==> src/rtl/accel_loader_pkg.sv <==
`default_nettype none
// ============================================================================
// accel_loader_pkg : loader state encoding, error codes, default job sizes
// Revision: 1.0
// ============================================================================
package accel_loader_pkg;

    typedef enum logic [2:0] {
        ST_IDLE     = 3'd0,
        ST_LOAD_IMG = 3'd1,
        ST_LOAD_W   = 3'd2,
        ST_RUN      = 3'd3,
        ST_FINISH   = 3'd4,
        ST_ABORT    = 3'd5
    } state_e;

    typedef logic [1:0] err_t;

    localparam err_t ERR_NONE    = 2'd0;
    localparam err_t ERR_SHORT   = 2'd1;
    localparam err_t ERR_LONG    = 2'd2;
    localparam err_t ERR_TIMEOUT = 2'd3;

    // Job sizes also used by the accelerator's memory block
    localparam int DEF_IMG_BYTES = 1024;
    localparam int DEF_WGT_BYTES = 25;
    localparam int DEF_TIMEOUT   = 65535;

    localparam int CNT_W = 11;
    localparam int TMR_W = 16;

endpackage
`default_nettype wire

==> src/rtl/byte_strobe_reg.sv <==
`default_nettype none
// ============================================================================
// byte_strobe_reg : registers an accepted byte and emits a one-cycle strobe
// Revision: 1.0
// ============================================================================
module byte_strobe_reg
    import accel_loader_pkg::*;
(
    input  logic       clk,
    input  logic       rst,
    input  logic       i_load_r_req,
    input  logic       i_load_w_req,
    input  logic [7:0] i_data,
    output logic [7:0] o_data,
    output logic       o_load_r,
    output logic       o_load_wr
);

    logic [7:0] data_d, data_q;
    logic       load_r_d, load_r_q;
    logic       load_wr_d, load_wr_q;

    // Data holds between strobes so gaps leave the last byte on the bus
    always_comb begin
        data_d    = data_q;
        load_r_d  = i_load_r_req;
        load_wr_d = i_load_w_req;
        if (i_load_r_req || i_load_w_req) begin
            data_d = i_data;
        end
    end

    always_ff @(posedge clk) begin
        if (rst) begin
            data_q    <= 8'd0;
            load_r_q  <= 1'b0;
            load_wr_q <= 1'b0;
        end else begin
            data_q    <= data_d;
            load_r_q  <= load_r_d;
            load_wr_q <= load_wr_d;
        end
    end

    assign o_data    = data_q;
    assign o_load_r  = load_r_q;
    assign o_load_wr = load_wr_q;

endmodule
`default_nettype wire

==> src/rtl/accel_loader.sv <==
`default_nettype none
// ============================================================================
// accel_loader : sequences a host byte packet into the accelerator load port
// Revision: 1.0
// ============================================================================
module accel_loader
    import accel_loader_pkg::*;
#(
    parameter int IMG_BYTES = DEF_IMG_BYTES,
    parameter int WGT_BYTES = DEF_WGT_BYTES,
    parameter int TIMEOUT   = DEF_TIMEOUT
) (
    input  logic       clk,
    input  logic       reset,
    input  logic       start,
    input  logic       relu_en,
    input  logic       sel_in,
    input  logic       s_valid,
    output logic       s_ready,
    input  logic [7:0] s_data,
    input  logic       s_last,
    output logic [7:0] acc_data,
    output logic       acc_load_r,
    output logic       acc_load_wr,
    output logic       acc_relu,
    output logic       acc_sel,
    input  logic       acc_done,
    output logic       busy,
    output logic       job_done,
    output logic [1:0] err
);

    localparam logic [CNT_W-1:0] c_img_last = CNT_W'(IMG_BYTES - 1);
    localparam logic [CNT_W-1:0] c_wgt_last = CNT_W'(WGT_BYTES - 1);
    localparam logic [TMR_W-1:0] c_tmo_last = TMR_W'(TIMEOUT - 1);

    state_e           state_d, state_q;
    logic [CNT_W-1:0] cnt_d, cnt_q;
    logic [TMR_W-1:0] timer_d, timer_q;
    err_t             err_d, err_q;
    logic             relu_d, relu_q;
    logic             sel_d, sel_q;
    logic             s_ready_d, s_ready_q;
    logic             job_done_d, job_done_q;
    logic             hs, fwd_r, fwd_w;

    assign hs = s_valid && s_ready_q;

    always_comb begin
        state_d    = state_q;
        cnt_d      = cnt_q;
        timer_d    = timer_q;
        err_d      = err_q;
        relu_d     = relu_q;
        sel_d      = sel_q;
        job_done_d = 1'b0;
        fwd_r      = 1'b0;
        fwd_w      = 1'b0;
        case (state_q)
            ST_IDLE: begin
                if (start) begin
                    state_d = ST_LOAD_IMG;
                    relu_d  = relu_en;
                    sel_d   = sel_in;
                    cnt_d   = '0;
                    err_d   = ERR_NONE;
                end
            end
            ST_LOAD_IMG: begin
                if (hs) begin
                    fwd_r = 1'b1;
                    if (s_last) begin
                        err_d   = ERR_SHORT;
                        state_d = ST_ABORT;
                    end else if (cnt_q == c_img_last) begin
                        state_d = ST_LOAD_W;
                        cnt_d   = '0;
                    end else begin
                        cnt_d = cnt_q + 11'd1;
                    end
                end
            end
            ST_LOAD_W: begin
                if (hs) begin
                    fwd_w = 1'b1;
                    // The final kernel byte decides between run and long-packet abort
                    if (cnt_q == c_wgt_last) begin
                        cnt_d = '0;
                        if (s_last) begin
                            state_d = ST_RUN;
                            timer_d = '0;
                        end else begin
                            err_d   = ERR_LONG;
                            state_d = ST_ABORT;
                        end
                    end else if (s_last) begin
                        err_d   = ERR_SHORT;
                        state_d = ST_ABORT;
                    end else begin
                        cnt_d = cnt_q + 11'd1;
                    end
                end
            end
            ST_RUN: begin
                if (acc_done) begin
                    state_d    = ST_FINISH;
                    job_done_d = 1'b1;
                end else if (timer_q == c_tmo_last) begin
                    err_d   = ERR_TIMEOUT;
                    state_d = ST_ABORT;
                end else begin
                    timer_d = timer_q + 16'd1;
                end
            end
            ST_FINISH: state_d = ST_IDLE;
            ST_ABORT: begin
                // Only a long packet has trailing bytes left to swallow
                if (err_q != ERR_LONG) begin
                    state_d = ST_IDLE;
                end else if (hs && s_last) begin
                    state_d = ST_IDLE;
                end
            end
            default: state_d = ST_IDLE;
        endcase
        s_ready_d = (state_d == ST_LOAD_IMG) || (state_d == ST_LOAD_W) ||
                    (state_d == ST_ABORT);
    end

    always_ff @(posedge clk) begin
        if (reset) begin
            state_q    <= ST_IDLE;
            cnt_q      <= '0;
            timer_q    <= '0;
            err_q      <= ERR_NONE;
            relu_q     <= 1'b0;
            sel_q      <= 1'b0;
            s_ready_q  <= 1'b0;
            job_done_q <= 1'b0;
        end else begin
            state_q    <= state_d;
            cnt_q      <= cnt_d;
            timer_q    <= timer_d;
            err_q      <= err_d;
            relu_q     <= relu_d;
            sel_q      <= sel_d;
            s_ready_q  <= s_ready_d;
            job_done_q <= job_done_d;
        end
    end

    byte_strobe_reg u_strobe (
        .clk          (clk),
        .rst          (reset),
        .i_load_r_req (fwd_r),
        .i_load_w_req (fwd_w),
        .i_data       (s_data),
        .o_data       (acc_data),
        .o_load_r     (acc_load_r),
        .o_load_wr    (acc_load_wr)
    );

    assign s_ready  = s_ready_q;
    assign acc_relu = relu_q;
    assign acc_sel  = sel_q;
    assign busy     = (state_q != ST_IDLE);
    assign job_done = job_done_q;
    assign err      = err_q;

endmodule
`default_nettype wire
==> config.mk <==
export PLATFORM = sky130hd
export DESIGN_NAME = accel_loader
export DESIGN_NICKNAME = d
export VERILOG_FILES = /design/src/rtl/accel_loader_pkg.sv /design/src/rtl/byte_strobe_reg.sv /design/src/rtl/accel_loader.sv
export SDC_FILE = /design/constraint.sdc
export NUM_CORES = 1
export LEC_CHECK = 0
export ABC_AREA = 1
export BUFFER_PORTS_ARGS = -buffer_cell sky130_fd_sc_hd__buf_2
export CAP_MARGIN = 30
export CORE_ASPECT_RATIO = 0.9
export CORE_MARGIN = 2
export CORE_UTILIZATION = 30
export CTS_CLUSTER_SIZE = 8
export DETAILED_ROUTE_END_ITERATION = 8
export GPL_ROUTABILITY_DRIVEN = 0
export GPL_TIMING_DRIVEN = 0
export SKIP_CTS_REPAIR_TIMING = 1
export SYNTH_ARGS = -nofsm -noshare
export SYNTH_HDL_FRONTEND = slang
export SYNTH_SLANG_ARGS = --single-unit
export TNS_END_PERCENT = 20
==> constraint.sdc <==
create_clock -name clk -period 1.8 [get_ports clk]
set_input_delay 0.09 -clock clk [delete_from_list [all_inputs] [get_ports clk]]
set_output_delay 0.09 -clock clk [all_outputs]
set_load 0.01 [all_outputs]
==> reports/qor.yml <==
synthesis:
  ys_seq_elements: 46
  syn-mean-instance-area_um2: 6.19
  syn_nets: 454
  synth_area_leader_cell: "dfxtp_1"
  seq_area_frac_synth_pct: 34.3
  ys_warn_count: 0
  mappedNetlistArea_mm2: 0.00269
  synth_cells: 434
  ys_types: 24
  synth_area_leaders: "dfxtp_1 34%, nand2_1 18%, nor2_1 12%"
  yosysTopAreaCellShare_pct: 34.3
timing:
  whs_ns: 0.0379
  period_share_pct: 98.1
  setup_viol: 0
  skew_ns: 0.00536
  period_needed_ns: 1.77
  tightest_slew_ns: 0.544
  max_freq_mhz: 566
  hold_violations: 0
  maxSlewHeadroom_pct: 63.7
  setup_tns_ns: 0
  finalMaxSlewViolations: 0
  rsz0062_at_grt: "yes"
hold_path:
  hold_path_end: "u_strobe.o_data[1]"
  worstHoldStart: "s_data[1]"
  hold_depth: 3
  hold_path_class: "in -> reg"
worst_setup_path:
  cp_slowest_stage_delay_ns: 0.45
  path_cells: "inv_2 > nand2_1 > nor2_4 > buf_4 > nand2_2 > nand2_2 > nor2_4 > buf_6 > inv_2 > buf_6 > nand2_1 > a21oi_2"
  cpMaxStageDelayCell: "dfxtp_2"
  cp_top_family: "simple AND/OR/NAND/NOR gates"
  cp_num_buf_inv: 5
  crit_fanout: 10
  end_kind: "register"
  reg2reg_from: "state_q[2]"
  cp-startpoint: "state_q[2]"
  startpoint_type: "register"
  required_ns: 1.98
  path_class: "reg -> reg"
  r2r_end: "timer_q[0]"
  ff2ff_setup_slack_ns: 0.03
  arrival_ns: 1.95
  r2r_cells: 12
  crit_cells: 12
route:
  routed_wl_um: 7070
  firstDrtPassIters: 4
  vias_per_cell: 4.62
  vias: 2793
  routedWlPerCell_um: 11.7
  post-route-drc-count: 0
  ant_nets: 0
  drtIter0Drc: 138
clock_network:
  numCtsBuffers: 5
  h-tree-depth: 2
  clk_pin_slew_worst_paths_ns: 0.09
  numClockSinks: 46
  cts_root_buf: "clkbuf_8"
  tritoncts: "built"
  cts_buffer_depth: 2
  worstSkewPairLatency_ns: 0.30
pwr:
  vdd.ir_drop.worst_v: 0.000314
  p_leak_nw: 1.36
  p_per_area_mw_per_mm2: 629
cells_and_area:
  drive_gt1_share_pct: 22.2
  fin_area_mm2: 0.00336
  layout_commonest_cell: "nand2_1"
  final_nets: 505
  syn_to_final_growth_pct: 25.2
  num_antenna_cells: 0
  instances_no_fill: 605
  layout_common_cells: "121 x nand2_1, 81 x nor2_1, 37 x inv_1"
  nFillCells: 980
  final_util_pct: 38.9
die:
  die-area_mm2: 0.00972
  initial_core_util_pct: 31.0
  fp-row-count: 32
  die_h_um: 93.8
  io-pin-count: 33
  die_w_um: 104
  core_mm2: 0.00865
placement:
  port_buffers: 31
  dpl_cell_area_mm2: 0.00299
  dp_hpwl_um: 5200
  placed_cells_incl_taps: 584
status:
  outcome: "completed"
global_route:
  grt_pass1_vias: 2486
  grt_pass1_wl_um: 11400
  grt_max_degree: 15
  antenna_found_initial: 0
  grt_overflow_total: 0
  grt.total_usage_pct: 14.2
flow_run:
  cap_violations: 0
==> kinds of logic after synthesis <==
group | share of synthesized area [%]
AND/OR/NAND/NOR | 42.5
buffers and inverters | 8.39
AO/OA/AOI/OAI | 9.41
flip-flops | 34.3
XOR/XNOR | 3.59
adder cells (fa/ha/maj) | 1.86
==> Yosys cell counts <==
| master | number |
|---|---|
| a21oi_1 | 32 |
| a31oi_1 | 2 |
| and2_1 | 1 |
| buf_6 | 3 |
| clkbuf_1 | 5 |
| dfxtp_1 | 46 |
| ha_1 | 4 |
| inv_1 | 42 |
| inv_2 | 4 |
| nand2_1 | 126 |
| nand2_2 | 4 |
| nand3_1 | 33 |
| nand3_2 | 1 |
| nand3b_1 | 1 |
| nand4_1 | 5 |
| nor2_1 | 86 |
| nor2_2 | 3 |
| nor2_4 | 3 |
| nor3_1 | 4 |
| nor3_2 | 1 |
| nor3_4 | 1 |
| o21ai_0 | 14 |
| o21ai_1 | 2 |
| xor2_1 | 11 |
==> how the worst max path moves through the flow <==
stage                             to  slack (ns)
final                     timer_q[0]        0.03
after floorplan           timer_q[4]        0.29
after CTS                 timer_q[9]       -0.04
after detailed placement    cnt_q[3]       -0.02
after global routing      timer_q[0]       -0.07
after global placement    timer_q[2]       -0.01
==> layout make-up <==
class,count,area [um2],area share [%]
inverters,46,178,5.28
well taps,119,149,4.43
multi-input cells,334,1640,48.8
clock inverters,2,37.5,1.12
plain buffers,8,52.6,1.56
flip-flops and latches,46,943,28.1
repair buffers,44,289,8.60
clock buffers,6,72.6,2.16
==> worst min-delay path: cells and delay by family <==
kind | cells | cell delay (ns)
AO/OA/AOI/OAI | 1 | 0.07
buffers and inverters | 1 | 0.07
AND/OR/NAND/NOR | 1 | 0.07
==> sequential cells by signal, indices dropped and copies added, names as in the netlist, 2 cells and up <==
name and cells:
state_q 3, cnt_q 11, timer_q 16, err 2
u_strobe.o_data 8
==> layer usage <==
layer  GRT usage [%]  up-vias  routed length, um
met2            22.3       51               3100
met4            3.72        0                 78
met1            20.5     1265               3640
met5               0        -                  0
li1                -     1471                  -
met3            1.73        6                250
==> where the power goes <==
group / switching, mW / internal, mW
logic: 0.180 / 0.0936
registers: 0.0297 / 1.04
clock network: 0.354 / 0.414
==> metrics by stage <==
stage / setup slack, ns / power (mW)
2_1_floorplan: 0.292 / 1.26
3_3_place_gp: -0.0115 / 1.34
3_5_place_dp: -0.0181 / 1.35
4_1_cts: -0.0356 / 2.12
5_1_grt: -0.0692 / 2.21
6_report: 0.0344 / 2.12
No activity file was read; power rests on OpenSTA's default activity.
